File: src/rtl/frame_write_ctrl.sv
// frame_write_ctrl
// Moves camera pixels from a show-ahead FIFO into one of two DDR frame buffers
// as fixed-size write bursts. Completed frames flip the buffers so a display
// reader can always use the most recently finished one.
//
// Ports
//   clk, rst            : clock, asynchronous active-high reset
//   frame_start         : one-cycle vsync pulse (already in clk domain)
//   fifo_rdusedw/_q     : FIFO fill level and head word (show-ahead)
//   fifo_rdreq          : FIFO read strobe, mirrors accepted data beats
//   wr_burst_*          : burst request/length/address/data towards DDR controller
//   wr_burst_data_req   : controller consumes wr_burst_data this cycle
//   wr_burst_finish     : controller reports burst complete
//   frame_done          : one-cycle pulse, whole frame written
//   frame_err           : one-cycle pulse, frame aborted by an early frame_start
//   rd_buf              : index of the last completed buffer
module frame_write_ctrl #(
    parameter int          BURST_LEN   = 64,
    parameter int          FRAME_WORDS = 153600,
    parameter logic [27:0] BUF0_BASE   = 28'h000_0000,
    parameter logic [27:0] BUF1_BASE   = 28'h080_0000
) (
    input  logic        clk,
    input  logic        rst,
    input  logic        frame_start,
    input  logic [10:0] fifo_rdusedw,
    output logic        fifo_rdreq,
    input  logic [31:0] fifo_q,
    output logic        wr_burst_req,
    output logic [9:0]  wr_burst_len,
    output logic [27:0] wr_burst_addr,
    input  logic        wr_burst_data_req,
    output logic [31:0] wr_burst_data,
    input  logic        wr_burst_finish,
    output logic        frame_done,
    output logic        rd_buf,
    output logic        frame_err
);

    typedef enum logic [2:0] {IDLE, WAIT_DATA, REQ, WRITE, DONE} state_t;

    localparam logic [17:0] FRAME_WORDS_W = 18'(FRAME_WORDS);
    localparam logic [17:0] BURST_LEN_W   = 18'(BURST_LEN);

    state_t      state_q, state_d;
    logic [17:0] word_cnt_q, word_cnt_d;
    logic [27:0] addr_q, addr_d;
    logic [9:0]  wr_burst_len_q, wr_burst_len_d;
    logic [27:0] wr_burst_addr_q, wr_burst_addr_d;
    logic        wr_burst_req_q, wr_burst_req_d;
    logic [9:0]  beat_cnt_q, beat_cnt_d;
    logic        frame_done_q, frame_done_d;
    logic        frame_err_q, frame_err_d;
    logic        wr_buf_q, wr_buf_d;
    logic        rd_buf_q, rd_buf_d;
    logic        start_pend_q, start_pend_d;

    logic [17:0] remaining;
    logic [9:0]  next_len;
    logic [17:0] cnt_after;
    logic [27:0] addr_after;
    logic [27:0] wr_base;
    logic        in_burst;

    // Beats past the latched burst length are not forwarded to the FIFO, so a
    // controller that over-requests cannot drain words belonging to the next burst.
    assign in_burst      = (state_q == REQ) || (state_q == WRITE);
    assign fifo_rdreq    = in_burst && wr_burst_data_req && (beat_cnt_q < wr_burst_len_q);
    assign wr_burst_data = fifo_q;

    assign wr_burst_req  = wr_burst_req_q;
    assign wr_burst_len  = wr_burst_len_q;
    assign wr_burst_addr = wr_burst_addr_q;
    assign frame_done    = frame_done_q;
    assign frame_err     = frame_err_q;
    assign rd_buf        = rd_buf_q;

    always_comb begin
        remaining  = FRAME_WORDS_W - word_cnt_q;
        next_len   = (remaining < BURST_LEN_W) ? remaining[9:0] : BURST_LEN_W[9:0];
        cnt_after  = word_cnt_q + {8'd0, wr_burst_len_q};
        addr_after = addr_q + {16'd0, wr_burst_len_q, 2'b00};
        wr_base    = wr_buf_q ? BUF1_BASE : BUF0_BASE;

        state_d         = state_q;
        word_cnt_d      = word_cnt_q;
        addr_d          = addr_q;
        wr_burst_len_d  = wr_burst_len_q;
        wr_burst_addr_d = wr_burst_addr_q;
        wr_burst_req_d  = wr_burst_req_q;
        beat_cnt_d      = fifo_rdreq ? beat_cnt_q + 10'd1 : beat_cnt_q;
        frame_done_d    = 1'b0;
        frame_err_d     = 1'b0;
        wr_buf_d        = wr_buf_q;
        rd_buf_d        = rd_buf_q;
        start_pend_d    = start_pend_q;

        case (state_q)
            IDLE: begin
                if (frame_start) begin
                    state_d    = WAIT_DATA;
                    word_cnt_d = 18'd0;
                    addr_d     = wr_base;
                end
            end
            WAIT_DATA: begin
                // A new vsync wins over launching a burst; only a partially
                // written frame counts as an error.
                if (frame_start) begin
                    frame_err_d = (word_cnt_q != 18'd0);
                    word_cnt_d  = 18'd0;
                    addr_d      = wr_base;
                end else if ({1'b0, next_len} <= fifo_rdusedw) begin
                    state_d         = REQ;
                    wr_burst_len_d  = next_len;
                    wr_burst_addr_d = addr_q;
                    wr_burst_req_d  = 1'b1;
                    beat_cnt_d      = 10'd0;
                end
            end
            REQ: begin
                if (frame_start) begin
                    start_pend_d = 1'b1;
                end
                if (wr_burst_data_req) begin
                    wr_burst_req_d = 1'b0;
                    state_d        = WRITE;
                end
            end
            WRITE: begin
                if (frame_start) begin
                    start_pend_d = 1'b1;
                end
                if (wr_burst_finish) begin
                    start_pend_d = 1'b0;
                    if (start_pend_q || frame_start) begin
                        // Burst in flight was allowed to finish; now restart
                        // the same buffer from its base.
                        frame_err_d = 1'b1;
                        word_cnt_d  = 18'd0;
                        addr_d      = wr_base;
                        state_d     = WAIT_DATA;
                    end else if (cnt_after >= FRAME_WORDS_W) begin
                        // Buffer swap is done on entry so DONE already sees the
                        // buffer the next frame must use.
                        word_cnt_d   = cnt_after;
                        addr_d       = addr_after;
                        frame_done_d = 1'b1;
                        rd_buf_d     = wr_buf_q;
                        wr_buf_d     = ~wr_buf_q;
                        state_d      = DONE;
                    end else begin
                        word_cnt_d = cnt_after;
                        addr_d     = addr_after;
                        state_d    = WAIT_DATA;
                    end
                end
            end
            DONE: begin
                if (frame_start) begin
                    state_d    = WAIT_DATA;
                    word_cnt_d = 18'd0;
                    addr_d     = wr_base;
                end else begin
                    state_d = IDLE;
                end
            end
            default: state_d = IDLE;
        endcase
    end

    always_ff @(posedge clk or posedge rst) begin
        if (rst) begin
            state_q         <= IDLE;
            word_cnt_q      <= 18'd0;
            addr_q          <= 28'd0;
            wr_burst_len_q  <= 10'd0;
            wr_burst_addr_q <= 28'd0;
            wr_burst_req_q  <= 1'b0;
            beat_cnt_q      <= 10'd0;
            frame_done_q    <= 1'b0;
            frame_err_q     <= 1'b0;
            wr_buf_q        <= 1'b0;
            rd_buf_q        <= 1'b1;
            start_pend_q    <= 1'b0;
        end else begin
            state_q         <= state_d;
            word_cnt_q      <= word_cnt_d;
            addr_q          <= addr_d;
            wr_burst_len_q  <= wr_burst_len_d;
            wr_burst_addr_q <= wr_burst_addr_d;
            wr_burst_req_q  <= wr_burst_req_d;
            beat_cnt_q      <= beat_cnt_d;
            frame_done_q    <= frame_done_d;
            frame_err_q     <= frame_err_d;
            wr_buf_q        <= wr_buf_d;
            rd_buf_q        <= rd_buf_d;
            start_pend_q    <= start_pend_d;
        end
    end

endmodule
File: config.mk
export PLATFORM = sky130hd
export DESIGN_NAME = frame_write_ctrl
export DESIGN_NICKNAME = d
export VERILOG_FILES = /design/src/rtl/frame_write_ctrl.sv
export SDC_FILE = /design/constraint.sdc
export NUM_CORES = 1
export LEC_CHECK = 0
export ABC_AREA = 0
export CAP_MARGIN = 20
export CORE_MARGIN = 3
export CORE_UTILIZATION = 48
export DETAILED_ROUTE_END_ITERATION = 8
export HOLD_SLACK_MARGIN = 0.1
export PLACE_DENSITY = 0.8
export SLEW_MARGIN = 0
export SYNTH_ARGS = -nofsm -noshare
export SYNTH_HDL_FRONTEND = slang
export SYNTH_SLANG_ARGS = --single-unit
File: constraint.sdc
create_clock -name clk -period 4.7 [get_ports clk]
set_clock_uncertainty 0.1 [all_clocks]
set_input_delay 1.175 -clock clk [delete_from_list [all_inputs] [get_ports clk]]
set_output_delay 1.175 -clock clk [all_outputs]
set_load 0.01 [all_outputs]
==> metrics.md, run 1 <==
| Metric | Value |
|---|---|
| Status | `finished clean` |
| # diodes | `0` |
| Final wirelength | `14500 um` |
| Pleak | `between 0.003 and 0.004 uW` |
| Syn avg cell area | `between 8 and 9 um^2` |
| Initial drt markers | `roughly 340` |
| Fill cell count | `1143` |
| Synth cell types | `between 60 and 70` |
| Synth warnings | `0` |
| Vias in the first global route | `approximately 5000` |
| Area of the die | `~0.015 mm^2` |
| Synth Area in Compound Gates | `between 10% and 20%` |
| ANT nets after route | `0` |
| Post-synthesis mux area share | `under 10%` |
| Drt pass-1 iters | `5` |
| Predominant post-synthesis flop cell | `dfrtp_1` |
| WP data arrival | `between 4 and 5 ns` |
| Post-Syn Area | `around 0.0063 mm^2` |
| Crit Path Class | `reg2reg` |
| Util after Layout | `between 50% and 60%` |
| Core area | `0.0127 mm^2` |
| Root buf cell | `clkbuf_16` |
| Post-CTS Hold Buffers | `0` |
| IO Count | `123` |
| Area Growth Syn to Fin | `14.3%` |
| Slew HR | `between 40 and 50%` |
| Final setup TNS | `0 ns` |
| Global route overflow | `0` |
| Crit path largest cell delay | `~0.47 ns` |
| Synth Register Bits | `99` |
| Max-cap viol count | `0` |
| Die X | `about 120 um` |
| Hold Crit Class | `reg2reg` |
| Register area share after synthesis | `a little under 40%` |
| Via count | `between 5000 and 6000` |
| Worst slew pin tran | `around 0.8 ns` |
| Wire per inst | `around 16 um` |
| Clock Tree Buf Depth | `2` |
| Number of enable flip-flop cells after synthesis | `0` |
| Row cnt | `41` |
| Critical path cell sequence | `nor4_4 > nand2_1 > o21ai_1 > mux2_2 > o22a_1 > a211oi_1 > buf_4 > inv_1 > ha_1 > a211o_1 > nor2_1 > a211oi_1 > o31a_1 > o21ai_1 > and2_2 > mux2_2` |
| Synth area leader | `dfrtp_1` |
| Maximum clock rate | `0.231 GHz` |
| Starting density of the core | `between 40% and 50%` |
| Post-Synth Simple-Gate Area | `roughly a fifth` |
| Post-synthesis adder-cell area fraction | `8.77%` |
| CTS H-Tree Depth | `3` |
| WP data required | `between 4 and 5 ns` |
| Setup violators final | `0` |
| First-pass GRT wire length | `24500 um` |
| Worst setup EP type | `register` |
| Port bufs | `56` |
| Setup crit start kind | `register` |
| Crit path buf inv count | `2` |
| Detailed Place HPWL | `10300 um` |
| Initial antenna violation count | `0` |
| Most common cell in the synthesized netlist | `nand2_1` |
| Async SR Flop Fraction | `100%` |
| Nets | `about 840` |
| Clk Latency, worst-skew pair | `approximately 0.36 ns` |
| Synth top area cells | `dfrtp_1 39%, ha_1 8.1%, nand2_1 7.8%, xnor2_1 4.2%, buf_4 4.0%` |
| Pwr per Cell Area | `between 300 and 400 mW/mm^2` |
| CTS tree | `done` |
| Clk sinks | `between 90 and 100` |
| Num CTS Buffers | `9` |
| VDD IR max | `~0.00025 V` |
| Critical path fanouts, max | `12` |
| Hold Fails Final Rpt | `0` |
| Fin Hold WS | `roughly 0.38 ns` |
| Die Y | `roughly 120 um` |
| CP max stage cell | `dfrtp_1` |
| Worst-path clk slew | `roughly 0.070 ns` |
| Xor and xnor area share after synthesis | `5.56%` |
| Final Slew Violations | `0` |
| Via-per-instance ratio | `between 5 and 6` |
| Final period utilization | `92.0%` |
| Synth top cells by count | `131 x nand2_1, 98 x dfrtp_1, 56 x nor2_1` |
| Gpl congestion | `~0.90` |
| DRC Markers | `0` |
| Gate Count Post-Synth | `between 700 and 800` |
| Final min period | `4.32 ns` |
| Total Routing Usage GR | `between 20% and 30%` |
| Pin count of the biggest net entering global routing | `between 40 and 50` |
| Delay-heaviest family, CP | `compound AO/OA/AOI/OAI gates` |
| Share of the synthesized area in the top cell type | `between 30 and 40%` |
| Fraction of layout cells with a size suffix above 1 | `6.65%` |
| Largest family of logic cells by synthesized area | `simple AND/OR/NAND/NOR gates` |
[report_power, final]
| group | internal [uW] | leakage, uW | switching, uW |
|---|---|---|---|
| clock network | 481 | 0.000157 | 322 |
| logic | 236 | 0.00188 | 363 |
| registers | 901 | 0.00136 | 65.2 |
| total | 1620 | 0.00340 | 750 |
[cell usage in the layout, fill, tap and decap left out, drive strengths merged, types with 12 or more instances in the layout]
cell             n
nand2          131
a21o            13
clkdlybuf4s50   56
clkbuf          13
o21ai           48
nor2            56
dfrtp           98
xnor2           30
buf             16
a21oi           29
nand3           25
ha              41
nor3            14
inv             28
and2            12
[logic make-up (layout without fill, tap and decap cells)]
kind of cell | after synthesis | in the layout
AND/OR/NAND/NOR | 287 | 287
buffers and inverters | 93 | 117
multiplexers | 7 | 7
XOR/XNOR | 40 | 40
adder cells (fa/ha/maj) | 43 | 43
AO/OA/AOI/OAI | 154 | 154
other | 1 | 5
flip-flops | 99 | 99
[through the flow]
stage | setup WS [ns] | area [um^2] | total power, uW | std cells
final | 0.376 | 7210 | 2370 | 924
after floorplan | 0.329 | 6320 | 1380 | 728
after detailed placement | 0.118 | 6850 | 1560 | 907
after CTS | 0.0725 | 7170 | 2360 | 923
after global placement | 0.391 | 6850 | 1550 | 907
after global routing | -0.00853 | 7210 | 2500 | 924
[worst paths after layout]
path                            depth (start not counted)                 to  slack [ns]              from
worst min register to register                          2   wr_burst_addr[3]        0.38  wr_burst_addr[3]
worst max register to register                         16    wr_burst_len[2]        0.38     word_cnt_q[2]
min in group asynchronous                               2  wr_burst_addr[26]        1.13               rst
worst min-delay path                                    2   wr_burst_addr[3]        0.38  wr_burst_addr[3]
worst max-delay path                                   16    wr_burst_len[2]        0.38     word_cnt_q[2]
max in group asynchronous                               3      beat_cnt_q[4]        2.58               rst
[registers in the layout (all words and copies together) (netlist names)]
name           flops
addr_q            26
beat_cnt_q        10
frame_done         1
frame_err          1
rd_buf             1
start_pend_q       1
state_q            3
word_cnt_q        18
wr_buf_q           1
wr_burst_addr     26
wr_burst_len      10
wr_burst_req       1
[metal layers]
metal,GRT usage (%),routed length [um],up-vias
li1,-,-,2508
met1,28.1,6650,2502
met2,33.4,6780,146
met3,4.35,728,31
met4,7.72,313,0
met5,0,0,-
[repair_timing]
action	4_1_cts	5_1_grt
setup buffers	0	0
setup endpoints to repair	0	49
resized for setup	0	4
endpoints found under the hold margin	0	0
[worst register-to-register path, cell delays in order, from the launching register on]
cell      delay, ns
dfrtp_1        0.47
nor4_4         0.35
nand2_1        0.15
o21ai_1        0.20
mux2_2         0.35
o22a_1         0.16
a211oi_1       0.24
buf_4          0.21
inv_1          0.06
ha_1           0.30
a211o_1        0.29
nor2_1         0.14
a211oi_1       0.10
o31a_1         0.25
o21ai_1        0.21
and2_2         0.28
mux2_2         0.35
[layout make-up]
class	instances	area (um^2)	share of cell area, %
Clock buffer	12	246	3.42
Clock inverter	4	73.8	1.02
Inverter	28	108	1.49
Multi-Input combinational cell	536	3370	46.7
Sequential cell	99	2480	34.4
Tap cell	172	215	2.99
Timing Repair Buffer	73	718	9.97
No activity file was read; power rests on OpenSTA's default activity.
==> run 2: changes to the inputs <==
- SLEW_MARGIN: 0 -> 20
==> results of run 2 <==
Final layout, timing and power as in run 1 (identical DEF).
